`src/rtl/switch_debounce_scheduler_pkg.sv`:
```
// Shared constants, event-FSM state type and id-width helper
// for the switch debounce scheduler.
package switch_debounce_scheduler_pkg;

    localparam int DEF_TICK_DIVIDE  = 25000;
    localparam int DEF_STABLE_TICKS = 10;

    typedef enum logic {
        EV_IDLE    = 1'b0,
        EV_PRESENT = 1'b1
    } ev_state_e;

    function automatic int id_width(input int n);
        return (n > 1) ? $clog2(n) : 1;
    endfunction

endpackage

```
`src/rtl/switch_debounce_scheduler_debounce_channel.sv`:
```
// One debounce channel: stability counter plus accepted level.
// Ports: clk, rst_n, tick (sample enable), raw (input level),
//        level (debounced), flip (high in the cycle a change is accepted).
module switch_debounce_scheduler_debounce_channel #(
    parameter int STABLE_TICKS = 10
) (
    input  logic clk,
    input  logic rst_n,
    input  logic tick,
    input  logic raw,
    output logic level,
    output logic flip
);

    localparam int CW = $clog2(STABLE_TICKS + 1);

    logic [CW-1:0] cnt_q;
    logic [CW-1:0] cnt_d;
    logic          level_q;
    logic          level_d;
    logic          flip_d;

    always_comb begin
        cnt_d   = cnt_q;
        level_d = level_q;
        flip_d  = 1'b0;
        if (tick) begin
            if (raw == level_q) begin
                cnt_d = '0;
            end else if (cnt_q == CW'(STABLE_TICKS - 1)) begin
                level_d = raw;
                cnt_d   = '0;
                flip_d  = 1'b1;
            end else begin
                cnt_d = cnt_q + 1'b1;
            end
        end
    end

    always_ff @(posedge clk or negedge rst_n) begin
        if (!rst_n) begin
            cnt_q   <= '0;
            level_q <= 1'b0;
        end else begin
            cnt_q   <= cnt_d;
            level_q <= level_d;
        end
    end

    assign level = level_q;
    assign flip  = flip_d;

endmodule

```
`src/rtl/switch_debounce_scheduler.sv`:
```
// Debounces NUM_SWITCHES inputs and serialises press/release events
// onto one valid/ready port with a round-robin arbiter.
// Ports: i_Clk, i_Rst_L (async low), i_Switch (raw), o_Switch (debounced),
//        o_Event_Valid/Id/Level + i_Event_Ready (event port),
//        o_Overflow (sticky) + i_Overflow_Clr.
// Define SWITCH_SYNC_EN to insert a 2-flop synchroniser on i_Switch.
module switch_debounce_scheduler
    import switch_debounce_scheduler_pkg::*;
#(
    parameter int NUM_SWITCHES = 4,
    parameter int TICK_DIVIDE  = DEF_TICK_DIVIDE,
    parameter int STABLE_TICKS = DEF_STABLE_TICKS
) (
    input  logic                              i_Clk,
    input  logic                              i_Rst_L,
    input  logic [NUM_SWITCHES-1:0]           i_Switch,
    output logic [NUM_SWITCHES-1:0]           o_Switch,
    output logic                              o_Event_Valid,
    output logic [id_width(NUM_SWITCHES)-1:0] o_Event_Id,
    output logic                              o_Event_Level,
    input  logic                              i_Event_Ready,
    output logic                              o_Overflow,
    input  logic                              i_Overflow_Clr
);

    localparam int IW = id_width(NUM_SWITCHES);
    localparam int PW = (TICK_DIVIDE > 1) ? $clog2(TICK_DIVIDE) : 1;

    logic [PW-1:0]           presc_q;
    logic [PW-1:0]           presc_d;
    logic                    tick;
    logic [NUM_SWITCHES-1:0] sw_in;
    logic [NUM_SWITCHES-1:0] flip;

    logic [NUM_SWITCHES-1:0] pending_q;
    logic [NUM_SWITCHES-1:0] pending_d;
    logic [NUM_SWITCHES-1:0] pend_level_q;
    logic [NUM_SWITCHES-1:0] pend_level_d;
    logic                    ovf_q;
    logic                    ovf_d;
    logic                    ovf_set;

    ev_state_e               state_q;
    ev_state_e               state_d;
    logic                    valid_q;
    logic                    valid_d;
    logic [IW-1:0]           id_q;
    logic [IW-1:0]           id_d;
    logic                    level_q;
    logic                    level_d;
    logic [IW-1:0]           ptr_q;
    logic [IW-1:0]           ptr_d;

    logic                    gnt_found;
    logic [IW-1:0]           gnt_idx;
    logic [NUM_SWITCHES-1:0] grant;

    always_comb begin
        tick    = (presc_q == PW'(TICK_DIVIDE - 1));
        presc_d = tick ? '0 : presc_q + 1'b1;
    end

`ifdef SWITCH_SYNC_EN
    logic [NUM_SWITCHES-1:0] sync1_q;
    logic [NUM_SWITCHES-1:0] sync2_q;

    always_ff @(posedge i_Clk or negedge i_Rst_L) begin
        if (!i_Rst_L) begin
            sync1_q <= '0;
            sync2_q <= '0;
        end else begin
            sync1_q <= i_Switch;
            sync2_q <= sync1_q;
        end
    end

    assign sw_in = sync2_q;
`else
    assign sw_in = i_Switch;
`endif

    for (genvar g = 0; g < NUM_SWITCHES; g++) begin : g_chan
        switch_debounce_scheduler_debounce_channel #(
            .STABLE_TICKS(STABLE_TICKS)
        ) u_chan (
            .clk   (i_Clk),
            .rst_n (i_Rst_L),
            .tick  (tick),
            .raw   (sw_in[g]),
            .level (o_Switch[g]),
            .flip  (flip[g])
        );
    end

    // First pending channel at or after the pointer, wrapping.
    always_comb begin
        gnt_found = 1'b0;
        gnt_idx   = '0;
        for (int k = 0; k < NUM_SWITCHES; k++) begin
            if (!gnt_found &&
                pending_q[(int'(ptr_q) + k) % NUM_SWITCHES]) begin
                gnt_found = 1'b1;
                gnt_idx   = IW'((int'(ptr_q) + k) % NUM_SWITCHES);
            end
        end
    end

    always_comb begin
        state_d = state_q;
        valid_d = valid_q;
        id_d    = id_q;
        level_d = level_q;
        ptr_d   = ptr_q;
        grant   = '0;
        unique case (state_q)
            EV_IDLE: begin
                if (gnt_found) begin
                    grant[gnt_idx] = 1'b1;
                    id_d           = gnt_idx;
                    level_d        = pend_level_q[gnt_idx];
                    valid_d        = 1'b1;
                    state_d        = EV_PRESENT;
                    if (int'(gnt_idx) == NUM_SWITCHES - 1) begin
                        ptr_d = '0;
                    end else begin
                        ptr_d = gnt_idx + 1'b1;
                    end
                end
            end
            EV_PRESENT: begin
                if (i_Event_Ready) begin
                    valid_d = 1'b0;
                    state_d = EV_IDLE;
                end
            end
            default: begin
                state_d = EV_IDLE;
                valid_d = 1'b0;
            end
        endcase
    end

    // A new flip wins over a same-cycle grant; it only counts as an
    // overwrite when the old event was not just handed to the port.
    always_comb begin
        pending_d    = pending_q;
        pend_level_d = pend_level_q;
        ovf_set      = 1'b0;
        for (int i = 0; i < NUM_SWITCHES; i++) begin
            if (flip[i]) begin
                pending_d[i]    = 1'b1;
                pend_level_d[i] = sw_in[i];
                if (pending_q[i] && !grant[i]) begin
                    ovf_set = 1'b1;
                end
            end else if (grant[i]) begin
                pending_d[i] = 1'b0;
            end
        end
        ovf_d = i_Overflow_Clr ? 1'b0 : (ovf_q | ovf_set);
    end

    always_ff @(posedge i_Clk or negedge i_Rst_L) begin
        if (!i_Rst_L) begin
            presc_q      <= '0;
            pending_q    <= '0;
            pend_level_q <= '0;
            ovf_q        <= 1'b0;
            state_q      <= EV_IDLE;
            valid_q      <= 1'b0;
            id_q         <= '0;
            level_q      <= 1'b0;
            ptr_q        <= '0;
        end else begin
            presc_q      <= presc_d;
            pending_q    <= pending_d;
            pend_level_q <= pend_level_d;
            ovf_q        <= ovf_d;
            state_q      <= state_d;
            valid_q      <= valid_d;
            id_q         <= id_d;
            level_q      <= level_d;
            ptr_q        <= ptr_d;
        end
    end

    assign o_Event_Valid = valid_q;
    assign o_Event_Id    = id_q;
    assign o_Event_Level = level_q;
    assign o_Overflow    = ovf_q;

endmodule

```
`config.mk`:
```
export PLATFORM = sky130hd
export DESIGN_NAME = switch_debounce_scheduler
export DESIGN_NICKNAME = d
export VERILOG_FILES = /design/src/rtl/switch_debounce_scheduler_pkg.sv /design/src/rtl/switch_debounce_scheduler_debounce_channel.sv /design/src/rtl/switch_debounce_scheduler.sv
export SDC_FILE = /design/constraint.sdc
export NUM_CORES = 1
export LEC_CHECK = 0
export ABC_AREA = 1
export BUFFER_PORTS_ARGS = -buffer_cell sky130_fd_sc_hd__clkbuf_2
export CORE_AREA = 8 8 84 86
export DETAILED_ROUTE_END_ITERATION = 8
export DIE_AREA = 0 0 92 94
export PLACE_DENSITY = 0.66
export SLEW_MARGIN = 15
export SYNTH_ARGS = -nofsm -noshare
export SYNTH_HDL_FRONTEND = slang
export SYNTH_SLANG_ARGS = --single-unit
```
`constraint.sdc`:
```
create_clock -name i_Clk -period 2.6 [get_ports i_Clk]
set_input_delay 0.26 -clock i_Clk [delete_from_list [all_inputs] [get_ports i_Clk]]
set_output_delay 0.26 -clock i_Clk [all_outputs]
set_load 0.02 [all_outputs]
```
# After elaboration in Yosys (flattened, before gate mapping)
# Cells that the tools add are included.
# totals
output_inout_bits	9
ff_bits	51
in_bits	8
elab_cells	157
# op_classes
n_reduce_logical	28
order_cmp	6
n_eq_ne	12
add_sub_neg	9
bitwise_logic	9
n_mux	70
# ops
operator	n
2-to-1 mux 1 bit	46
2-to-1 mux 4 bit	10
adder 4 x 1 -> 4 bit (second input constant)	4
== test 4 bit (second input constant)	4
adder 15 x 1 -> 15 bit (second input constant)	1
== test 15 bit (second input constant)	1
2-to-1 mux 15 bit	1
less-than comparator 3 x 4 -> 1 bit (second input constant)	3
AND reduction 3 bit	4
binary-select mux 1 bit (select 2 bit)	5
2-to-1 mux 2 bit	5
logical AND 1 bit	8
nonzero test 2 bit	4
zero test 1 bit	7
less-than comparator 2 x 3 -> 1 bit (second input constant)	2
OR reduction 2 bit	3
inverter 1 bit	5
adder 2 x 1 -> 2 bit (second input constant)	2
adder 2 bit (second input constant)	2
== test 1 bit	4
inequality test 2 bit (second input constant)	2
case mux 1 bit (2 select lines)	2
AND reduction 2 bit	2
bitwise AND 1 bit (first input constant)	3
other kinds (4)	4

# Depth between registers and ports, before layout
# depth
ltp_word	32
mapped_depth	17
mapped_depth_nobuf	16

# Hierarchy
# Synthesis repeated with hierarchy kept, for this count alone.
# unflattened
cells_unflattened	419
area_unflattened_um2	3065.4
# modules_own_cells
module	n_inst	area_per_inst_um2	cells_each	seq_area_each_um2
switch_debounce_scheduler	1	1854.3	239	775.7
switch_debounce_scheduler_debounce_channel	4	302.8	45	125.1

# Worst setup path after synthesis
# No wires, ideal clock.
# synth_timing
path_type	flip-flop to flip-flop
start	register ptr_q[0]
end	register ovf_q (netlist: o_Overflow)
setup_slack_ns	0.714
stages_incl_launch_ff	17
setup_ns	0.115
synth_period_minus_slack_ns	1.886
t_required_ns	2.485
arrival_ns	1.770
n_path_buf	1
path_cell_list	dfrtp_1 buf_4 inv_4 nand2_1 nand3_1 nand2_1 nor2_4 nand3_1 nand3_1 nand2_1 inv_1 ha_1 nand3_1 nand3_1 nand3_1 nor2_1 nor2_1
# synth_via
elab_chain_cells	30
word_cells_on_any_way	53
classes_between	add/sub (3); order compare (2); mux (32); bitwise (1); reduce/logical (15)
# synth_rtl
item	line_no	text
start, declared	switch_debounce_scheduler.sv:51	logic [IW-1:0] ptr_q;
start signal, assigned	switch_debounce_scheduler.sv:183	ptr_q <= ptr_d;
adder 2 x 1 -> 2 bit or binary-select mux 1 bit (select 2 bit) (tied branches)	switch_debounce_scheduler.sv:101, switch_debounce_scheduler.sv:103	
binary-select mux 1 bit (select 2 bit) or 2-to-1 mux 1 bit (tied branches)	switch_debounce_scheduler.sv:101	pending_q[(int'(ptr_q) + k) % NUM_SWITCHES]) begin
2-to-1 mux 1 bit, on equally long branches	switch_debounce_scheduler.sv:101, switch_debounce_scheduler.sv:100	
2-to-1 mux 1 bit (not written as such) or zero test 1 bit (tied branches)	switch_debounce_scheduler.sv:101, switch_debounce_scheduler.sv:100	
logical AND 1 bit	switch_debounce_scheduler.sv:100	if (!gnt_found &&
2-to-1 mux 1 bit	switch_debounce_scheduler.sv:100	
zero test 1 bit	switch_debounce_scheduler.sv:100	
logical AND 1 bit	switch_debounce_scheduler.sv:100	
[4 not listed]	--	
net gnt_idx[1]	switch_debounce_scheduler.sv:55	logic [IW-1:0] gnt_idx;
[11 not listed]	--	
2-to-1 mux 1 bit	switch_debounce_scheduler.sv:150	if (flip[i]) begin
2-to-1 mux 1 bit	switch_debounce_scheduler.sv:153	if (pending_q[i] && !grant[i]) begin
2-to-1 mux 1 bit	switch_debounce_scheduler.sv:150	
2-to-1 mux 1 bit	switch_debounce_scheduler.sv:153	
2-to-1 mux 1 bit (*)	switch_debounce_scheduler.sv:150	
OR 1 bit (*)	switch_debounce_scheduler.sv:160	ovf_d = i_Overflow_Clr ? 1'b0 : (ovf_q | ovf_set);
2-to-1 mux 1 bit (*)	switch_debounce_scheduler.sv:160	
net ovf_d	switch_debounce_scheduler.sv:40	logic ovf_d;
end signal, assigned	switch_debounce_scheduler.sv:178	ovf_q <= ovf_d;
end, declared	switch_debounce_scheduler.sv:39	logic ovf_q;
# The timed path passes the listed nets; every way through them passes the cells marked *. The select of a mux whose other input is x is not followed.
# A chain may end at the register's enable or synchronous reset.

# Final worst setup path
# Ends and elaborated chain as after synthesis.

==> impl_metrics.csv <==
group,metric,value,unit
route,vias,2196,
sta,hold_viol,0,
floorplanning,core_area,5750,um^2
pwr,p_leak,1.56,nW
synth,synth_seq_cells,50,
finish,multi_input_area,1310,um^2
setup_path,cp.arrival,2.35,ns
synth,yosys_warnings,0,
finish,final_nets,379,
synth,netlist_area,2790,um^2
flow_run,maxCapViolCount,0,
clock_network,cts_tree,"done",
floorplanning,dieWidth,92,um
clock_network,clkSinkCount,50,
floorplanning,dieArea,8650,um^2
setup_path,crit_type,"reg2reg",
grt,grt_pass1_wl,9.72,mm
placement,dp_hpwl,4.10,mm
synth,syn_area_per_cell,8.15,um^2
clock_network,path_clk_slew,0.09,ns
floorplanning,die_h,94,um
sta,worst_pin_slew,0.629,ns
clock_network,cts_resized,0,
setup_path,start_kind,"register",
sta,slew_headroom,58.1,%
route,vias_per_cell,5.04,
synth,yosysTopAreaCellShare,44.9,%
clock_network,holdBufCountCts,0,
sta,fmax,0.468,GHz
synth,syn_inst,342,
placement,gp_congestion,0.893,
synth,synth_cell_types,34,
grt,grtUsageTotal,13.7,%
sta,slew_viol_final,0,
clock_network,cts_setup_buffers,0,
clock_network,cts_buffer_depth,2,
sta,rsz0062_at_grt,"false",
route,totalWireLength,5.44,mm
worst_hold_path,holdCritPathClass,"in2async",
setup_path,cp.required,2.81,ns
synth,synth_nets,361,
sta,timing.final.crit_share,82.3,%
route,drcViolationCount,0,
finish,area_growth,8.17,%
grt,gr-total-overflow,0,
sta,fin_skew,0.0122,ns
setup_path,end_kind,"register",
clock_network,worstSkewPairLatency,0.31,ns
synth,synth_top_area_cell,"dfrtp_1",
finish,seq_area,1250,um^2
finish,diodes,0,
grt,grt_max_degree,51,
clock_network,cts-root-buf,"clkbuf_8",
route,postRouteAntennaNets,0,
finish,layout_commonest_cell,"nand2_1",
clock_network,numCtsBuffers,5,
sta,finalCriticalPeriod,2.14,ns
route,first_pass_iters,4,
floorplanning,start_util,48.5,%
placement,io_buffers,16,
route,routedWlPerCell,12.5,um
floorplanning,io_pins,17,
route,first_iter_violations,96,
sta,setup_tns,0,ns
finish,final_cell_mix,"77 x nand2_1, 50 x dfrtp_1, 40 x inv_1",
grt,grt_pass1_vias,2208,
floorplanning,rows,28,
finish,utilization,52.5,%
finish,drive_gt1_share,13.3,%
pwr,power.density,824,nW/um^2
setup_path,path_max_fanout,10,
synth,seq_area_frac_synth,44.9,%
pwr,irDropWorstVdd,0.000416,V
status,outcome,"finished clean",
clock_network,htree_levels,2,
finish,n_fill_cell,561,
sta,finalSetupViolCount,0,
synth,yosys-top-cells-area,"dfrtp_1 45%, nand2_1 10%, inv_1 5.4%",
grt,grt_antenna_before_repair,0,
Yosys cell counts:
cell type / number
nand2_1: 77
dfrtp_1: 50
inv_1: 40
nand3_1: 30
nor2_1: 29
o21ai_0: 20
ha_1: 11
nand4_1: 10
xor2_1: 9
a21oi_1: 8
nor3_1: 8
nand2_2: 6
o22ai_1: 6
buf_4: 5
inv_2: 5
nor4_1: 3
o21a_1: 3
xnor2_1: 3
a31oi_1: 2
mux2_4: 2
nor3_2: 2
buf_6: 1
clkinv_2: 1
inv_4: 1
mux2_2: 1
nand3_2: 1
nand3_4: 1
nor2_4: 1
o211ai_1: 1
o21ai_1: 1
o21ai_2: 1
o21bai_1: 1
o31ai_1: 1
or2_4: 1
final timing paths:
check / start / end / slack [ns] / cells past startpoint
min in group i_Clk: i_Overflow_Clr / o_Overflow / 0.12 / 2
worst min register to register: state_q / o_Event_Valid / 0.46 / 1
worst min-delay path: i_Rst_L / g_chan[1].u_chan.cnt_q[0] / 0.05 / 2
max in group asynchronous: i_Rst_L / g_chan[0].u_chan.cnt_q[3] / 2.12 / 2
worst max-delay path: ptr_q[0] / o_Overflow / 0.46 / 16
worst max register to register: ptr_q[0] / o_Overflow / 0.46 / 16
worst max-delay path: stages (launching register included):
cell	delay [ns]
dfrtp_1	0.54
inv_4	0.09
nand2_1	0.07
nand2_1	0.08
nand2_2	0.10
nand2_1	0.08
nor2_4	0.14
nand3_1	0.08
nand3_1	0.09
nand2_1	0.11
inv_1	0.12
ha_1	0.15
nand3_1	0.09
nand3_1	0.08
nand3_1	0.07
nor2_1	0.08
nor2_1	0.04
final cells by class:
| class | count | share of cell area (%) |
|---|---|---|
| well taps | 75 | 3.11 |
| flip-flops and latches | 50 | 41.5 |
| clock buffers | 6 | 2.74 |
| clock inverters | 2 | 0.415 |
| multi-input cells | 239 | 43.4 |
| repair buffers | 17 | 2.90 |
| inverters | 47 | 5.98 |
per-stage QoR:
step | area, um^2 | hold slack [ns] | setup slack [ns] | total power, mW | instances
after floorplan | 2790 | -0.0356 | 0.714 | 1.80 | 342
final | 3020 | 0.0474 | 0.461 | 2.49 | 436
after detailed placement | 2920 | 0.417 | 0.447 | 2.04 | 428
after CTS | 3020 | 0.0715 | 0.438 | 2.53 | 436
after global placement | 2920 | 0.407 | 0.526 | 2.04 | 428
after global routing | 3020 | 0.104 | 0.172 | 2.71 | 436
sequential cells by signal, summed over array words and instances (netlist names):
| name | flops |
|---|---|
| g_chan.u_chan.cnt_q | 16 |
| g_chan.u_chan.level | 3 |
| o_Event_Id | 2 |
| o_Event_Level | 1 |
| o_Event_Valid | 1 |
| o_Overflow | 1 |
| pend_level_q | 4 |
| pending_q | 4 |
| presc_q | 15 |
| ptr_q | 2 |
| state_q | 1 |
power breakdown:
group          internal (mW)  switching (mW)  total [mW]
Sequential             0.862          0.0802       0.942
Combinational          0.350           0.722        1.07
Clock                  0.214           0.257       0.471
per-layer routing:
layer  part of all wire (%)  vias up  track usage, %
met4                    1.5        0            5.64
met2                     48       28            24.2
li1                       -     1152               -
met3                    3.0        5            2.88
met1                     47     1011            15.8
met5                      0        -               0
cells by family after synthesis:
logic type / synth area share (%)
muxes: 1.48
xor gates and xnor gates: 3.77
adders and majority gates: 4.94
DFF: 44.9
and+or+nand+nor: 27.8
AOI/OAI and AO/OA: 8.93
buffers and inverters: 8.21
(Power assumes the default switching activity.)
